[config.mk]
export PLATFORM = sky130hd
export DESIGN_NAME = seq101_scheduler
export DESIGN_NICKNAME = d
export VERILOG_FILES = /design/src/rtl/seq101_pkg.sv /design/src/rtl/seq101_core.sv /design/src/rtl/seq101_scheduler.sv
export SDC_FILE = /design/constraint.sdc
export NUM_CORES = 1
export LEC_CHECK = 0
export CORE_ASPECT_RATIO = 1.75
export CORE_UTILIZATION = 42
export CTS_BUF_LIST = sky130_fd_sc_hd__clkbuf_16
export DETAILED_ROUTE_END_ITERATION = 7
export GPL_TIMING_DRIVEN = 0
export PLACE_DENSITY = 0.7
export SETUP_SLACK_MARGIN = 0.5
export SYNTH_ARGS = -nofsm -noshare
export SYNTH_HDL_FRONTEND = slang
export SYNTH_HIERARCHICAL = 1
export SYNTH_SLANG_ARGS = --single-unit
[constraint.sdc]
create_clock -name clk -period 1.53 [get_ports clk]
set_input_delay 0.153 -clock clk [delete_from_list [all_inputs] [get_ports clk]]
set_output_delay 0.153 -clock clk [all_outputs]
set_load 0.03 [all_outputs]
[src/rtl/seq101_pkg.sv]
// Shared types and defaults for the word-level "101" sequence detector.
// Controller and detector state encodings live here so checkers can bind to them.
package seq101_pkg;

  localparam int DEF_WIDTH = 8;
  localparam int DEF_CNT_W = 4;

  typedef enum logic [1:0] {
    IDLE   = 2'd0,
    SHIFT  = 2'd1,
    REPORT = 2'd2
  } ctrl_state_t;

  typedef enum logic [1:0] {
    INIT = 2'd0,
    S1   = 2'd1,
    S2   = 2'd2,
    S3   = 2'd3
  } det_state_t;

endpackage

[src/rtl/seq101_core.sv]
// Overlapping "101" Moore detector. hit flags that the state entered at this
// edge is S3; clear returns to INIT synchronously and wins over enable.
module seq101_core
  import seq101_pkg::*;
(
  input  logic       clk,
  input  logic       reset_n,
  input  logic       xin,
  input  logic       enable,
  input  logic       clear,
  output logic       hit,
  output det_state_t state
);

  det_state_t state_q;
  det_state_t state_nxt;

  always_comb begin
    state_nxt = INIT;
    case (state_q)
      INIT:    state_nxt = xin ? S1 : INIT;
      S1:      state_nxt = xin ? S1 : S2;
      S2:      state_nxt = xin ? S3 : INIT;
      S3:      state_nxt = xin ? S1 : S2;
      default: state_nxt = INIT;
    endcase
  end

  always_ff @(posedge clk or negedge reset_n) begin
    if (!reset_n) begin
      state_q <= INIT;
    end else if (clear) begin
      state_q <= INIT;
    end else if (enable) begin
      state_q <= state_nxt;
    end
  end

  assign hit   = enable && !clear && (state_nxt == S3);
  assign state = state_q;

endmodule

[src/rtl/seq101_scheduler.sv]
// Accepts parallel words, feeds them MSB-first into the detector core and
// returns the per-word hit count. Detector history carries across words.
//
// Handshakes: a transfer happens on a rising edge where valid and ready are
// both high. in_ready and out_valid are pure decodes of the controller state,
// so neither depends combinationally on in_valid or out_ready; a producer may
// hold in_valid while in_ready is low and nothing is stored until it rises.
module seq101_scheduler
  import seq101_pkg::*;
#(
  parameter int WIDTH = DEF_WIDTH,
  parameter int CNT_W = DEF_CNT_W
) (
  input  logic             clk,
  input  logic             reset_n,
  input  logic             in_valid,
  input  logic [WIDTH-1:0] in_data,
  input  logic             clear_hist,
  output logic             in_ready,
  output logic             out_valid,
  output logic [CNT_W-1:0] out_hits,
  output logic             out_last_hit,
  input  logic             out_ready,
  output ctrl_state_t      dbg_state,
  output det_state_t       dbg_core_state
);

  localparam int BC_W = $clog2(WIDTH);
  localparam logic [BC_W-1:0]  LAST_BIT = BC_W'(WIDTH - 1);
  localparam logic [CNT_W-1:0] CNT_MAX  = '1;

  ctrl_state_t      state_q;
  ctrl_state_t      state_nxt;
  logic [WIDTH-1:0] shift_q;
  logic [BC_W-1:0]  bit_cnt_q;
  logic [CNT_W-1:0] hits_q;
  logic             last_hit_q;
  logic             core_en;
  logic             core_clr;
  logic             core_hit;
  logic             accept;
  logic             final_bit;

  assign accept    = (state_q == IDLE) && in_valid;
  assign final_bit = (bit_cnt_q == LAST_BIT);

  always_comb begin
    state_nxt = state_q;
    core_en   = 1'b0;
    core_clr  = 1'b0;
    case (state_q)
      IDLE: begin
        if (in_valid) begin
          state_nxt = SHIFT;
          core_clr  = clear_hist;
        end
      end
      SHIFT: begin
        core_en = 1'b1;
        if (final_bit) state_nxt = REPORT;
      end
      REPORT: begin
        if (out_ready) state_nxt = IDLE;
      end
      default: state_nxt = IDLE;
    endcase
  end

  always_ff @(posedge clk or negedge reset_n) begin
    if (!reset_n) begin
      state_q <= IDLE;
    end else begin
      state_q <= state_nxt;
    end
  end

  // Datapath: loaded on accept, advanced one bit per SHIFT cycle, frozen otherwise.
  always_ff @(posedge clk or negedge reset_n) begin
    if (!reset_n) begin
      shift_q    <= '0;
      bit_cnt_q  <= '0;
      hits_q     <= '0;
      last_hit_q <= 1'b0;
    end else if (accept) begin
      shift_q    <= in_data;
      bit_cnt_q  <= '0;
      hits_q     <= '0;
      last_hit_q <= 1'b0;
    end else if (state_q == SHIFT) begin
      shift_q   <= {shift_q[WIDTH-2:0], 1'b0};
      bit_cnt_q <= bit_cnt_q + BC_W'(1);
      if (core_hit && (hits_q != CNT_MAX)) begin
        hits_q <= hits_q + CNT_W'(1);
      end
      if (final_bit) begin
        last_hit_q <= core_hit;
      end
    end
  end

  seq101_core u_core (
    .clk     (clk),
    .reset_n (reset_n),
    .xin     (shift_q[WIDTH-1]),
    .enable  (core_en),
    .clear   (core_clr),
    .hit     (core_hit),
    .state   (dbg_core_state)
  );

  assign in_ready     = (state_q == IDLE);
  assign out_valid    = (state_q == REPORT);
  assign out_hits     = hits_q;
  assign out_last_hit = last_hit_q;
  assign dbg_state    = state_q;

endmodule

Yosys cells after proc, flatten, opt, wreduce, memory -nomap -nowiden
Cells that the tools add are included.

Flip-flop bits (word level): 20. Bits in latches: 0. Bits in writable memories: 0. ROM bits: 0. Word-level logic and storage cells: 57. Memories kept: 0.

Add/sub/neg operators: 2. Multiply operators: 0. Divide/modulo/power cells: 0. Magnitude comparators: 0. Equality and inequality tests: 11. Shift-type cells: 0. Multiplexer cells: 23. Bitwise gates (word level): 0. Reductions and logical operators: 15.

Operator list (number): 8-bit two-way mux (2); 2-bit two-way mux (7); 4-bit two-way mux (3); 2-bit case mux with 3 select lines (2); 2-bit == test (second input constant) (4); 2-bit nonzero test (4); 1-bit two-way mux (7); 3-bit two-way mux (2); 4-bit by 1-bit adder with 4-bit output (second input constant) (1); 2-bit by 1-bit == test with 1-bit output (second input constant) (2); 1-bit logical AND (4); 2-bit zero test (2); 2-bit != test (second input constant) (2); 4-bit != test (second input constant) (1); 2-bit AND reduction (2); 3-bit by 1-bit adder with 3-bit output (second input constant) (1); 3-bit == test (second input constant) (1); 3-bit AND reduction (1); 2-bit by 1-bit != test with 1-bit output (second input constant) (1); 2-bit OR reduction (1); 1-bit zero test (1).

Depth between registers and ports, before layout
Gate-level depths: netlist of the first run.

Depth in word-level cells: 9. Depth in mapped cells: 7. Mapped depth without buffers: 6.

Cells and area by module
Netlist of the first run, hierarchy kept.

By module, submodules not included: seq101_scheduler (times used 1, cells each 84, area each 855.8 um2, sequential area each 450.4 um2); seq101_core (times used 1, cells each 10, area each 101.3 um2, sequential area each 50.0 um2).

Worst setup path before layout of the first run
Ideal clock, no wire load.

Path type: reg-to-reg. Start point: reg state_q[0] (netlist: dbg_state[0]). End point: reg hits_q[1] (netlist: out_hits[1]). Setup time: 77 ps. Arrival: 1802 ps. Data required time: 1453 ps. Slack: -349 ps. Cell stages (with the launch flop): 8. Clock period less this slack: 1879 ps. Path through: dfrtp_1 -> buf_6 -> nand2b_1 -> inv_2 -> and4b_1 -> nand3b_4 -> or3b_1 -> a21oi_1.

Elaborated cells on any way between the ends: 13. Classes of those cells: eq/ne (1); mux (3); reduce/logical (9).

RTL lines: start, declared (line seq101_scheduler.sv:32) `ctrl_state_t state_q;`; start signal, assigned (line seq101_scheduler.sv:73) `state_q <= state_nxt;`; 2-bit by 1-bit == test with 1-bit output (line seq101_scheduler.sv:51) `case (state_q)`; 1-bit two-way mux (line seq101_scheduler.sv:51); named net core_en (line seq101_scheduler.sv:38) `logic core_en;`; 1-bit logical AND (2 in series) (line seq101_core.sv:39) `assign hit = enable && !clear && (state_nxt == S3);`; named net core_hit (line seq101_scheduler.sv:40) `logic core_hit;`; 1-bit logical AND (line seq101_scheduler.sv:92) `if (core_hit && (hits_q != CNT_MAX)) begin`; 2-bit nonzero test (no source line); 2-bit AND reduction (no source line); end signal, assigned (line seq101_scheduler.sv:93) `hits_q <= hits_q + CNT_W'(1);`; end, declared (line seq101_scheduler.sv:36) `logic [CNT_W-1:0] hits_q;`.

The timed path passes the listed nets, and every way through them passes these cells. A chain may end at the register's enable or synchronous reset.

Final worst setup path of the first run
Start point: reg state_q[0] (netlist: dbg_state[0]). End point: reg hits_q[1] (netlist: out_hits[1]).

Longest elaborated chain between the ends: 8. Elaborated cells on any way between the ends: 13. Classes of those cells: eq/ne (1); mux (3); reduce/logical (9).

Ends and longest elaborated chain: 2-bit zero test (line seq101_scheduler.sv:51); 1-bit two-way mux (line seq101_scheduler.sv:51); named net core_clr (line seq101_scheduler.sv:39) `logic core_clr;`; 1-bit zero test (line seq101_core.sv:39); 1-bit logical AND (2 in series) (line seq101_core.sv:39); named net core_hit (line seq101_scheduler.sv:40); 1-bit logical AND (line seq101_scheduler.sv:92); 2-bit nonzero test (no source line); 2-bit AND reduction (no source line).

The timed path passes the listed nets, and every way through them passes these cells.

==> results of run 1 <==
placed cells by master, fill, tap and decap left out, types with 2 or more instances in the layout:
cell type,count
nand3b_1,2
o21ai_1,2
inv_1,2
dfrtp_2,4
nor2_1,2
or3b_4,2
nand2_2,2
buf_4,16
a21oi_2,2
clkdlybuf4s50_1,10
buf_2,3
nand3_2,3
o21ai_0,2
clkbuf_4,2
dfrtp_1,16
nand2_1,21
dlygate4sd2_1,2
a22oi_1,7
mux2i_1,3
clkbuf_16,3
buf_6,11
flip-flops by register name (all words and copies together) (netlist names):
register / flops
out_last_hit: 1
bit_cnt_q: 3
u_core/state: 2
dbg_state: 2
out_hits: 4
shift_q: 8
metrics by stage:
| step | hold slack, ns | power (mW) | worst slack, ns | cell area [µm²] |
|---|---|---|---|---|
| 2_1_floorplan | -0.1426 | 1.515 | -0.2257 | 987.2 |
| 3_3_place_gp | 0.4617 | 1.802 | -0.4113 | 1247 |
| 3_5_place_dp | 0.4691 | 1.835 | -0.4623 | 1247 |
| 4_1_cts | 0.1872 | 2.588 | -0.1541 | 1455 |
| 5_1_grt | 0.2456 | 2.965 | -0.2494 | 1574 |
| 6_report | 0.1541 | 2.777 | -0.1894 | 1574 |
final timing paths:
check / endpoint / slack (ns) / cells after the start
setup / recovery: out_hits[1] / -0.19 / 7
setup reg to reg: out_hits[1] / -0.19 / 7
max in group asynchronous: dbg_state[0] / 0.75 / 1
hold / removal: dbg_state[1] / 0.15 / 1
hold reg to reg: shift_q[4] / 0.48 / 2
min in group clk: shift_q[0] / 0.44 / 3
cell type report:
type / instances / share of cell area [%]
tap: 24 / 1.908
clock inverter: 1 / 0.2385
inverter: 3 / 1.192
timing repair buffer: 42 / 23.69
buffer: 2 / 1.192
clock buffer: 3 / 4.769
multi-input combinational: 69 / 34.90
sequential: 20 / 32.11
where the power goes:
group / switching [mW] / leakage (nW) / internal (mW)
combinational: 0.693 / 0.456 / 0.679
clock: 0.188 / 0.0385 / 0.348
sequential: 0.150 / 0.255 / 0.719
total: 1.03 / 0.750 / 1.75
layer usage:
layer  vias to the layer above  share of wire, %  global-route usage [%]  routed length (µm)
met5                         -                 0                       0                   0
met4                         0               1.3                   9.375                  32
met3                         2               2.4                   3.041                  59
met2                        22                59                   40.04                1442
met1                       406                38                   22.07                 926
li1                        422                 -                       -                   -
cell families (layout without fill, tap and decap cells):
family,count (synthesis),count (layout)
AOI/OAI and AO/OA,18,18
DFF,20,20
buffers and inverters,5,51
and+or+nand+nor,45,45
muxes,3,3
adders and majority gates,3,3
worst max-delay path: stages, from the launching register on:
cell	delay [ns]
dfrtp_2	0.36
buf_6	0.13
nor3b_4	0.05
and2_4	0.14
and4b_2	0.30
nand3b_4	0.12
or3b_4	0.39
a21oi_2	0.14
repair_timing:
item | 4_1_cts | 5_1_grt
hold buffers | 0 | 0
buffers inserted | 11 | 8
endpoints found under the setup margin | 51 | 28
resized for setup | 84 | 17
pin swaps | 10 | 6
gates cloned | 0 | 0
==> results.py, run 1 <==
metrics = {
    "power": {
        "cellLeakagePower_nw": 0.7497,
        "peakVddDrop_uv": 1200,
        "power-per-cell-area_mw_per_mm2": 1765,
    },
    "logic_synthesis": {
        "synthSimpleGateAreaFrac_pct": 24.97,
        "synth_ff_type": "dfrtp_1",
        "synth_cells": 94,
        "synth_compound_area_share_pct": 12.55,
        "synth_top_cell_by_area": "dfrtp_1",
        "ys_types": 29,
        "synthMuxAreaShare_pct": 3.137,
        "ys_seq_elements": 20,
        "synth_top_family_by_area": "simple AND/OR/NAND/NOR gates",
        "syn_nets": 110,
        "yosysMostFrequentCell": "nand2_1",
        "synthAdderAreaFrac_pct": 3.922,
        "synth_top_area_share_pct": 52.29,
        "synth_edf_count": 0,
        "yosys_warnings": 6,
        "syn-mean-instance-area_um2": 10.18,
        "synth_area_leaders": "dfrtp_1, nand2_1, a22oi_1, ha_1, mux2i_1",
        "synth-xor-area-share_pct": 0,
        "synth-seq-area-share_pct": 52.29,
        "synth_area_um2": 957.2,
        "synth_common_cells": "nand2_1, dfrtp_1, a22oi_1",
        "synth_async_sr_flop_share_pct": 100.0,
    },
    "sta": {
        "worst_slew_pin_slew_ns": 0.9219,
        "min_period_ns": 1.719,
        "fin_ws_ns": -0.1894,
        "setup_violations": 7,
        "rsz0062_at_grt": "true",
        "finalClockSkew_ns": 0.003783,
        "maxSlewViolCount": 0,
        "min_period_over_period_pct": 112.4,
        "tns_ns": -0.6872,
        "finalHoldViolCount": 0,
        "maxSlewHeadroom_pct": 38.54,
        "fmax_mhz": 581.6,
    },
    "clocking": {
        "tritoncts": "built",
        "cts_inserted_buffers": 3,
        "clkSinkCount": 20,
        "insertion_delay_ns": 0.25,
        "root_buffer": "clkbuf_16",
        "path_clk_slew_ns": 0.06,
        "cts_buffer_depth": 2,
        "cts_max_level": 1,
    },
    "placement": {
        "port_buffers": 23,
        "gp_congestion": 0.6467,
        "post-dp-hpwl_um": 1429,
        "dp_cells": 141,
    },
    "detailed_routing": {
        "drt_iter0_markers": 10,
        "drtPass1Iterations": 4,
        "vias_per_cell": 5.195,
        "ant_nets": 0,
        "routed_wl_um": 2461,
        "avgRoutedWirePerCell_um": 15.01,
        "drcViolationCount": 0,
        "dr_total_vias": 852,
    },
    "worst_setup_path": {
        "worstPathArrival_ns": 1.89,
        "cp-end-kind": "register",
        "required_ns": 1.71,
        "path_max_fanout": 6,
        "worst_setup_path_start_kind": "register",
        "critPathLaunch": "dbg_state[0]",
        "crit_type": "reg -> reg",
        "r2r-start": "dbg_state[0]",
    },
    "floorplanning": {
        "coreArea_mm2": 0.002120,
        "start_util_pct": 45.16,
        "die_area_mm2": 0.002481,
        "rows": 22,
        "dieWidth_um": 38.09,
        "io_pins": 24,
        "die_y_um": 65.15,
    },
    "final_layout": {
        "fin_cells": 164,
        "post-route-util_pct": 74.26,
        "diodes": 0,
        "drive_gt1_share_pct": 44.29,
        "seq_area_um2": 505.5,
        "nNetsFinal": 157,
        "area_growth_pct": 64.44,
        "multi_input_area_um2": 549.3,
        "num-fill-cells": 150,
    },
    "global_route": {
        "grt_overflow": 0,
        "grt_pass1_vias": 887,
        "grt_max_degree": 21,
        "grt_pass1_wl_um": 3753,
        "antenna_found_initial": 0,
        "track_usage_pct": 21.54,
    },
    "run_status": {
        "violations": "setup timing",
        "status": "complete, but fails checks",
    },
    "worst_hold_path": {
        "hp-class": "in -> async",
    },
    "job": {
        "cap_violations": 0,
    },
}
Power figures use the tool's default switching activity.
==> run 2, diff against run 1 <==
--- a/config.mk
+++ b/config.mk
@@ -5,14 +5,13 @@
 export SDC_FILE = /design/constraint.sdc
 export NUM_CORES = 1
 export LEC_CHECK = 0
-export CORE_ASPECT_RATIO = 1.75
 export CORE_UTILIZATION = 42
 export CTS_BUF_LIST = sky130_fd_sc_hd__clkbuf_16
+export CTS_CLUSTER_DIAMETER = 50
 export DETAILED_ROUTE_END_ITERATION = 7
 export GPL_TIMING_DRIVEN = 0
-export PLACE_DENSITY = 0.7
+export PLACE_DENSITY = 0.71
 export SETUP_SLACK_MARGIN = 0.5
 export SYNTH_ARGS = -nofsm -noshare
 export SYNTH_HDL_FRONTEND = slang
-export SYNTH_HIERARCHICAL = 1
 export SYNTH_SLANG_ARGS = --single-unit
==> run 2 against run 1 <==
Compared with the run above: the run now ends clean; non-clock buffer count decreased by 4; utilization about the same; register-to-register slack better by 0.34 ns; critical path type unchanged.
==> results.py, run 2 <==
metrics = {
    "run_status": {
        "status": "finished clean",
    },
    "final_layout": {
        "final_common_cell": "nand2_1",
        "num-fill-cells": 157,
        "top_register": "shift_q",
        "multi_input_area_um2": 483.0,
        "diodes": 0,
        "nNetsFinal": 152,
        "area_growth_pct": 64.32,
        "largest_reg_flops": 8,
        "seq_area_um2": 509.2,
        "drive_gt1_share_pct": 42.22,
        "final_cell_mix": "nand2_1, dfrtp_1, clkdlybuf4s50_1",
    },
    "logic_synthesis": {
        "synth_area_um2": 904.6,
        "yosys_warnings": 0,
        "synth_edf_count": 0,
        "synthSimpleGateAreaFrac_pct": 21.30,
        "syn_nets": 109,
        "synth_ff_type": "dfrtp_1",
        "synthMuxAreaShare_pct": 1.107,
        "synth_top_area_share_pct": 55.33,
        "ys_types": 21,
        "synth_common_cells": "nand2_1, dfrtp_1, o21ai_0",
        "synth_compound_area_share_pct": 15.91,
        "synth_async_sr_flop_share_pct": 100.0,
        "synthAdderAreaFrac_pct": 4.149,
        "synth-seq-area-share_pct": 55.33,
        "synth_cells": 93,
        "syn-mean-instance-area_um2": 9.727,
        "synth_area_leaders": "dfrtp_1, nand2_1, o21ai_0, a22oi_1, ha_1",
        "synth-xor-area-share_pct": 0,
        "ys_seq_elements": 20,
        "yosysMostFrequentCell": "nand2_1",
        "synth_top_cell_by_area": "dfrtp_1",
        "synth_top_family_by_area": "simple AND/OR/NAND/NOR gates",
    },
    "worst_setup_path": {
        "r2r_cells": 4,
        "cp-end-kind": "register",
        "worst_setup_path_start_kind": "register",
        "crit_type": "reg -> reg",
        "path_cells": "and2b_2, nand4_4, or3_4, a21oi_2",
        "path_max_fanout": 5,
        "worstPathArrival_ns": 1.56,
        "crit_slowest_cell": "dfrtp_2",
        "required_ns": 1.71,
        "slowest_delay_ns": 0.42,
    },
    "detailed_routing": {
        "drcViolationCount": 0,
        "avgRoutedWirePerCell_um": 13.95,
        "ant_nets": 0,
        "routed_wl_um": 2260,
        "dr_total_vias": 857,
        "dr_wl_met2_um": 1168,
        "dr_wl_met3_um": 93,
        "drtPass1Iterations": 4,
        "vias_per_cell": 5.290,
        "drt_iter0_markers": 15,
        "m1WireLength_um": 998,
        "maxUsedRoutingLayer": "met3",
    },
    "sta": {
        "maxSlewViolCount": 0,
        "min_period_ns": 1.384,
        "worst_slew_pin_slew_ns": 0.8874,
        "tns_ns": 0,
        "min_period_over_period_pct": 90.45,
        "maxSlewHeadroom_pct": 40.84,
        "rsz0062_at_grt": "true",
        "fmax_mhz": 722.6,
        "setup_violations": 0,
        "timing.hold.ws_ns": 0.1383,
        "finalClockSkew_ns": 0.003876,
        "finalHoldViolCount": 0,
    },
    "power": {
        "peakVddDrop_uv": 1283,
        "power-per-cell-area_mw_per_mm2": 1990,
        "cellLeakagePower_nw": 0.6848,
    },
    "floorplanning": {
        "coreArea_mm2": 0.002002,
        "dieWidth_um": 48.41,
        "start_util_pct": 45.19,
        "die_y_um": 48.41,
        "die_area_mm2": 0.002344,
        "rows": 16,
        "io_pins": 24,
    },
    "clocking": {
        "tritoncts": "built",
        "cts_hold_buffers": 0,
        "cts_max_level": 1,
        "path_clk_slew_ns": 0.06,
        "clkSinkCount": 20,
        "insertion_delay_ns": 0.25,
        "cts_inserted_buffers": 3,
        "cts_buffer_depth": 2,
        "root_buffer": "clkbuf_16",
    },
    "placement": {
        "gp_congestion": 0.7687,
        "port_buffers": 23,
        "post-dp-hpwl_um": 1290,
    },
    "global_route": {
        "antenna_found_initial": 0,
        "grt_max_degree": 21,
        "grt_pass1_wl_um": 3588,
        "track_usage_pct": 19.38,
        "grt_overflow": 0,
        "grt_pass1_vias": 835,
    },
    "worst_hold_path": {
        "hp-class": "in -> async",
    },
    "job": {
        "cap_violations": 0,
    },
}
## run 2: cell families after synthesis
family / after synthesis
AO/OA/AOI/OAI: 24
flip-flops: 20
adder cells (fa/ha/maj): 3
AND/OR/NAND/NOR: 40
multiplexers: 1
buffers and inverters: 5
## run 2: layer usage
metal  up-vias  GRT usage [%]
met2        23          34.27
li1        413              -
met4         0          4.902
met3         0          3.774
met1       421          24.28
met5         -              0
## run 2: cell type report
type / count / area share [%]
Buffer: 2 / 1.683
Clock buffer: 3 / 5.050
Clock inverter: 1 / 0.2525
Inverter: 3 / 0.7576
Multi-Input combinational cell: 68 / 32.49
Sequential cell: 20 / 34.26
Tap cell: 27 / 2.273
Timing Repair Buffer: 38 / 23.23
## run 2: worst paths after layout
check                              from      endpoint  slack [ns]
min reg2reg                  shift_q[4]    shift_q[4]        0.49
min in group clk             in_data[0]    shift_q[0]        0.45
max in group asynchronous       reset_n   out_hits[2]        0.78
min                             reset_n  dbg_state[1]        0.14
max                        dbg_state[1]   out_hits[3]        0.15
max reg2reg                dbg_state[1]   out_hits[3]        0.15
## run 2: stage by stage
stage	utilization [%]	instances	area [µm²]	power, mW	setup WS [ns]
after floorplan	-	93	929.6	1.595	0.1122
after global placement	59.62	143	1194	1.922	-0.0008055
after detailed placement	59.62	143	1194	1.965	-0.02104
after CTS	69.25	157	1386	2.725	0.1869
after global routing	74.25	162	1486	3.142	0.1272
final	74.25	162	1486	2.958	0.1462
## run 2: timing repair
item	in CTS	in global routing
resized for setup	74	30
pin swaps	2	15
setup buffers	9	5
gates cloned	1	0
setup endpoints to repair	51	28
## run 2: where the power goes
part,switching (mW),internal [mW],total (mW)
clock network,0.183,0.347,0.530
logic,0.782,0.718,1.50
registers,0.175,0.754,0.928
## run 2: worst max-delay path: cells and delay by family (launching register included)
kind,cells,cell delay [ns]
AOI/OAI and AO/OA,1,0.12
and+or+nand+nor,3,0.76
DFF,1,0.42
==> RTL edit 1, RTL diff (config.mk and constraints of run 1) <==
Register the output `dbg_state` once more, without a reset; this adds one clock of latency there. The other outputs are not delayed to match.
--- a/src/rtl/seq101_scheduler.sv
+++ b/src/rtl/seq101_scheduler.sv
@@ -112,7 +112,9 @@
   assign out_valid    = (state_q == REPORT);
   assign out_hits     = hits_q;
   assign out_last_hit = last_hit_q;
-  assign dbg_state    = state_q;
+  always_ff @(posedge clk) begin
+    dbg_state <= state_q;
+  end
 
 endmodule
 
Behaviour: not the same (a bounded check fails within 4 cycles, from zero or initial values and one cycle with reset_n low).
==> RTL edit 1 against run 1 <==
Area after synthesis rose by 4.2%. Design area rose by 7.9%. Setup slack improved by 0.030 ns. Critical endpoint unchanged. Clock power rose by 3%. Sequential cell count rose by 2. Largest power group unchanged. Total power rose by 13%. The run still ends with setup timing left. Combinational power rose by 20%. Wire length rose by 9.3%. Worst hold slack got worse by 0.028 ns.
==> RTL edit 1: results <==
group,metric,value,unit
sta,finalHoldViolCount,0,
setup_path,arrival,1.87,ns
drt,drtIter0Drc,24,
setup_path,ff2ff_path_depth,7,
clocking,cts.repair.resized,92,
setup_path,slowest_delay,0.37,ns
yosys,synth_area_leaders,"dfrtp_1 (50%), nand2_1 (8.7%), a22oi_1 (5.3%), dfxtp_1 (4.0%), ha_1 (3.8%)",
yosys,ys_types,30,
setup_path,cp_slowest_cell,"or3b_1",
clocking,clockBufferDepth,2,
power_and_ir_drop,p_int,1.98,mW
layout,seq_area,542,µm²
sta,fin_tns_setup,-0.505,ns
yosys,yosys_warnings,6,
setup_path,r2r_start,"state_q[0]",
layout,instances_no_fill,169,
yosys,synth_nets,112,
setup_path,cp_top_family,"simple AND/OR/NAND/NOR gates",
yosys,synth-async-reset-ratio,0.909,
sta,setup_viol,4,
outcome,violations,"setup timing",
sta,fin_skew,0.00469,ns
global_routing,grt_max_degree,21,
placed_design,place_area,1290,µm²
sta,setup_ws,-0.159,ns
global_routing,antenna_found_initial,0,
layout,n_antenna_cell,0,
drt,wl,2690,µm
placed_design,pre_cts_slack,-0.462,ns
clocking,path_clk_slew,0.06,ns
drt,wl_met1,993,µm
layout,largest_reg_flops,8,
global_routing,grt_pass1_vias,899,
yosys,syn_inst,96,
setup_path,reg2reg_slack,-0.16,ns
drt,wl_met3,66,µm
global_routing,grt_pass1_wl,4030,µm
sta,hold_ws,0.127,ns
placed_design,placed_cells,144,
power_and_ir_drop,combPwrFrac,0.521,
layout,top_register,"shift_q",
placed_design,dp_hpwl,1400,µm
placed_design,place.gp.congestion,0.688,
global_routing,grt.total_usage,0.223,
global_routing,met3_usage,0.0300,
outcome,status,"finished, violations left",
clocking,postCtsSetupBuffers,12,
global_routing,grt_use_met2,0.385,
layout,drive_gt1_frac,0.465,
power_and_ir_drop,seq_power,0.951,mW
power_and_ir_drop,powerDensity,1850,nW/µm²
power_and_ir_drop,peakVddDrop,0.995,mV
layout,nets,161,
power_and_ir_drop,p_leak,0.809,nW
yosys,ys_seq_area_frac,0.542,
global_routing,grt_use_met1,0.263,
sta,slew_headroom,0.411,
drt,dr_wl_met2,1590,µm
drt,route.vias.total,913,
RTL edit 1: how the worst max path moves through the flow:
stage,from,to,slack [ns],cells after the start
after global routing,state_q[0],out_hits[1],-0.22,7
after CTS,state_q[0],out_hits[1],-0.15,7
after global placement,in_valid,out_hits[1],-0.43,7
after floorplan,state_q[0],out_hits[1],-0.08,7
after detailed placement,in_valid,out_hits[1],-0.46,7
final,state_q[0],out_hits[1],-0.16,7
RTL edit 1: area by class of cell:
type / instances / share of cell area
Multi-Input combinational cell: 69 / 0.331
Sequential cell: 22 / 0.319
Timing Repair Buffer: 44 / 0.258
Clock buffer: 3 / 0.0442
Tap cell: 25 / 0.0184
Buffer: 2 / 0.0155
Inverter: 3 / 0.0110
Clock inverter: 1 / 0.00221
RTL edit 1: kinds of logic (layout without fill, tap and decap cells):
group           Yosys count  in the layout  synth area share
buf+inv                   5             53            0.0301
simple gates             45             45             0.240
mux                       3              3            0.0301
fa+ha+maj                 3              3            0.0376
flops                    22             22             0.542
compound gates           18             18             0.120
==> RTL edit 2, RTL diff (flow settings as in run 1) <==
Without the edit above. `DEF_WIDTH`: 8 -> 16.
--- a/src/rtl/seq101_pkg.sv
+++ b/src/rtl/seq101_pkg.sv
@@ -2,7 +2,7 @@
 // Controller and detector state encodings live here so checkers can bind to them.
 package seq101_pkg;
 
-  localparam int DEF_WIDTH = 8;
+  localparam int DEF_WIDTH = 16;
   localparam int DEF_CNT_W = 4;
 
   typedef enum logic [1:0] {
Ports: changed (resized in_data); port bits go from 24 to 32. The function was not compared with the original's and may differ.
==> RTL edit 2 against run 1 <==
The flow still finishes with violations (setup timing). Via count is 42% higher. Sequential cell count is 9 higher. Area after synthesis is 39% higher. Core utilization is 2.6 points lower. Design area is 35% higher. Wire length is 40% higher. Cell count is 43% higher. Total power is 32% higher. Setup slack worse by 0.11 ns. Non-clock buffer count is 11 higher. Largest cell class is now registers.
==> RTL edit 2: results <==
group,metric,value,unit
yosys,synth_area_leaders,"dfrtp_1 (55%), nand2_1 (10%), a22oi_1 (8.5%), mux2i_1 (2.3%), o21ai_0 (2.3%)",
placed_design,dp_hpwl,2090,µm
sta,setup_viol,6,
drt,drtIter0Drc,25,
layout,fillers,220,
power_and_ir_drop,peakVddDrop,1.16,mV
clocking,cts.htree.levels,2,
global_routing,grt.total_usage,0.226,
layout,drive_gt1_frac,0.318,
sta,slew_headroom,0.502,
setup_path,cp_max_fo,7,
yosys,ys_seq_area_frac,0.545,
drt,wl_per_cell,14.7,µm
yosys,synthTopCellsByCount,"nand2_1 (37), dfrtp_1 (29), a22oi_1 (15)",
global_routing,grt_max_degree,30,
placed_design,io_buffers,31,
outcome,violations,"setup timing",
setup_path,reg2reg_slack,-0.30,ns
layout,instances_no_fill,234,
placed_design,place.gp.congestion,0.718,
outcome,status,"finished, violations left",
clocking,cts_inserted_buffers,5,
setup_path,cp_slowest_cell,"dfrtp_2",
global_routing,grt_pass1_wl,5580,µm
yosys,ys_types,31,
setup_path,arrival,1.98,ns
sta,hold_ws,0.0365,ns
power_and_ir_drop,swShare,0.348,
sta,setup_ws,-0.299,ns
global_routing,grt_pass1_vias,1265,
yosys,synth_nets,157,
clocking,worstSkewPairLatency,0.28,ns
drt,route.vias.total,1212,
power_and_ir_drop,p_leak,0.999,nW
layout,largest_reg_flops,16,
## RTL edit 2: repair_timing
item | 4_1_cts | 5_1_grt
endpoints found under the setup margin | 68 | 37
buffers inserted | 9 | 9
pin swaps | 10 | 8
hold endpoints to repair | 0 | 0
gates resized for setup | 93 | 18
hold buffers | 0 | 0
gates cloned | 1 | 0
## RTL edit 2: cells by family (layout without fill, tap and decap cells)
| logic type | Yosys count | count (layout) | synth area share |
|---|---|---|---|
| AO/OA/AOI/OAI | 29 | 29 | 0.147 |
| XOR/XNOR | 1 | 1 | 0.00658 |
| adder cells (fa/ha/maj) | 2 | 2 | 0.0188 |
| buffers and inverters | 8 | 66 | 0.0338 |
| flip-flops | 29 | 29 | 0.545 |
| multiplexers | 3 | 3 | 0.0226 |
| AND/OR/NAND/NOR | 62 | 62 | 0.227 |
## RTL edit 2: power groups by stage
stage	registers, mW	clock network [mW]	logic [mW]
2_1_floorplan	1.31	0	0.661
3_3_place_gp	1.23	0	1.07
3_5_place_dp	1.25	0	1.12
4_1_cts	1.25	0.922	1.33
5_1_grt	1.30	0.956	1.65
6_report	1.26	0.901	1.52
## RTL edit 2: final timing paths
kind                                   start  cells after the start      endpoint
min in group clk                  in_data[0]                      3    shift_q[0]
worst min register to register    shift_q[6]                      2    shift_q[6]
worst min-delay path                 reset_n                      1  dbg_state[1]
worst max-delay path            dbg_state[0]                      8   out_hits[3]
max in group asynchronous            reset_n                      1  dbg_state[0]
worst max register to register  dbg_state[0]                      8   out_hits[3]
## RTL edit 2: stage by stage
stage	setup TNS, ns	cell area, µm²	setup slack, ns	power (mW)
finish	-1.15	2120	-0.299	3.68
floorplan	-1.02	1350	-0.279	1.97
global route	-1.74	2120	-0.380	3.91
global placement	-5.68	1710	-0.494	2.30
CTS	-0.893	1990	-0.277	3.50
detailed placement	-7.80	1710	-0.531	2.36
## RTL edit 2: area by class of cell
cell class | count | area share
Multi-Input combinational cell | 97 | 0.303
Clock inverter | 3 | 0.00531
Timing Repair Buffer | 50 | 0.226
Tap cell | 42 | 0.0248
Buffer | 5 | 0.0283
Inverter | 3 | 0.0100
Sequential cell | 29 | 0.343
Clock buffer | 5 | 0.0590
## RTL edit 2: worst register-to-register path, cell delays in order (launching register included)
cell and delay, ns:
dfrtp_2 0.41, buf_8 0.14, nor3b_4 0.23, and2_4 0.18, and4b_1 0.20, nand3b_1 0.22, buf_4 0.17, nor3_4 0.03
mux2i_1 0.12
## RTL edit 2: metal layers
metal | routed length (µm) | track usage
met5 | 0 | 0
met4 | 87 | 0.115
met3 | 134 | 0.0687
met2 | 1940 | 0.375
met1 | 1280 | 0.248
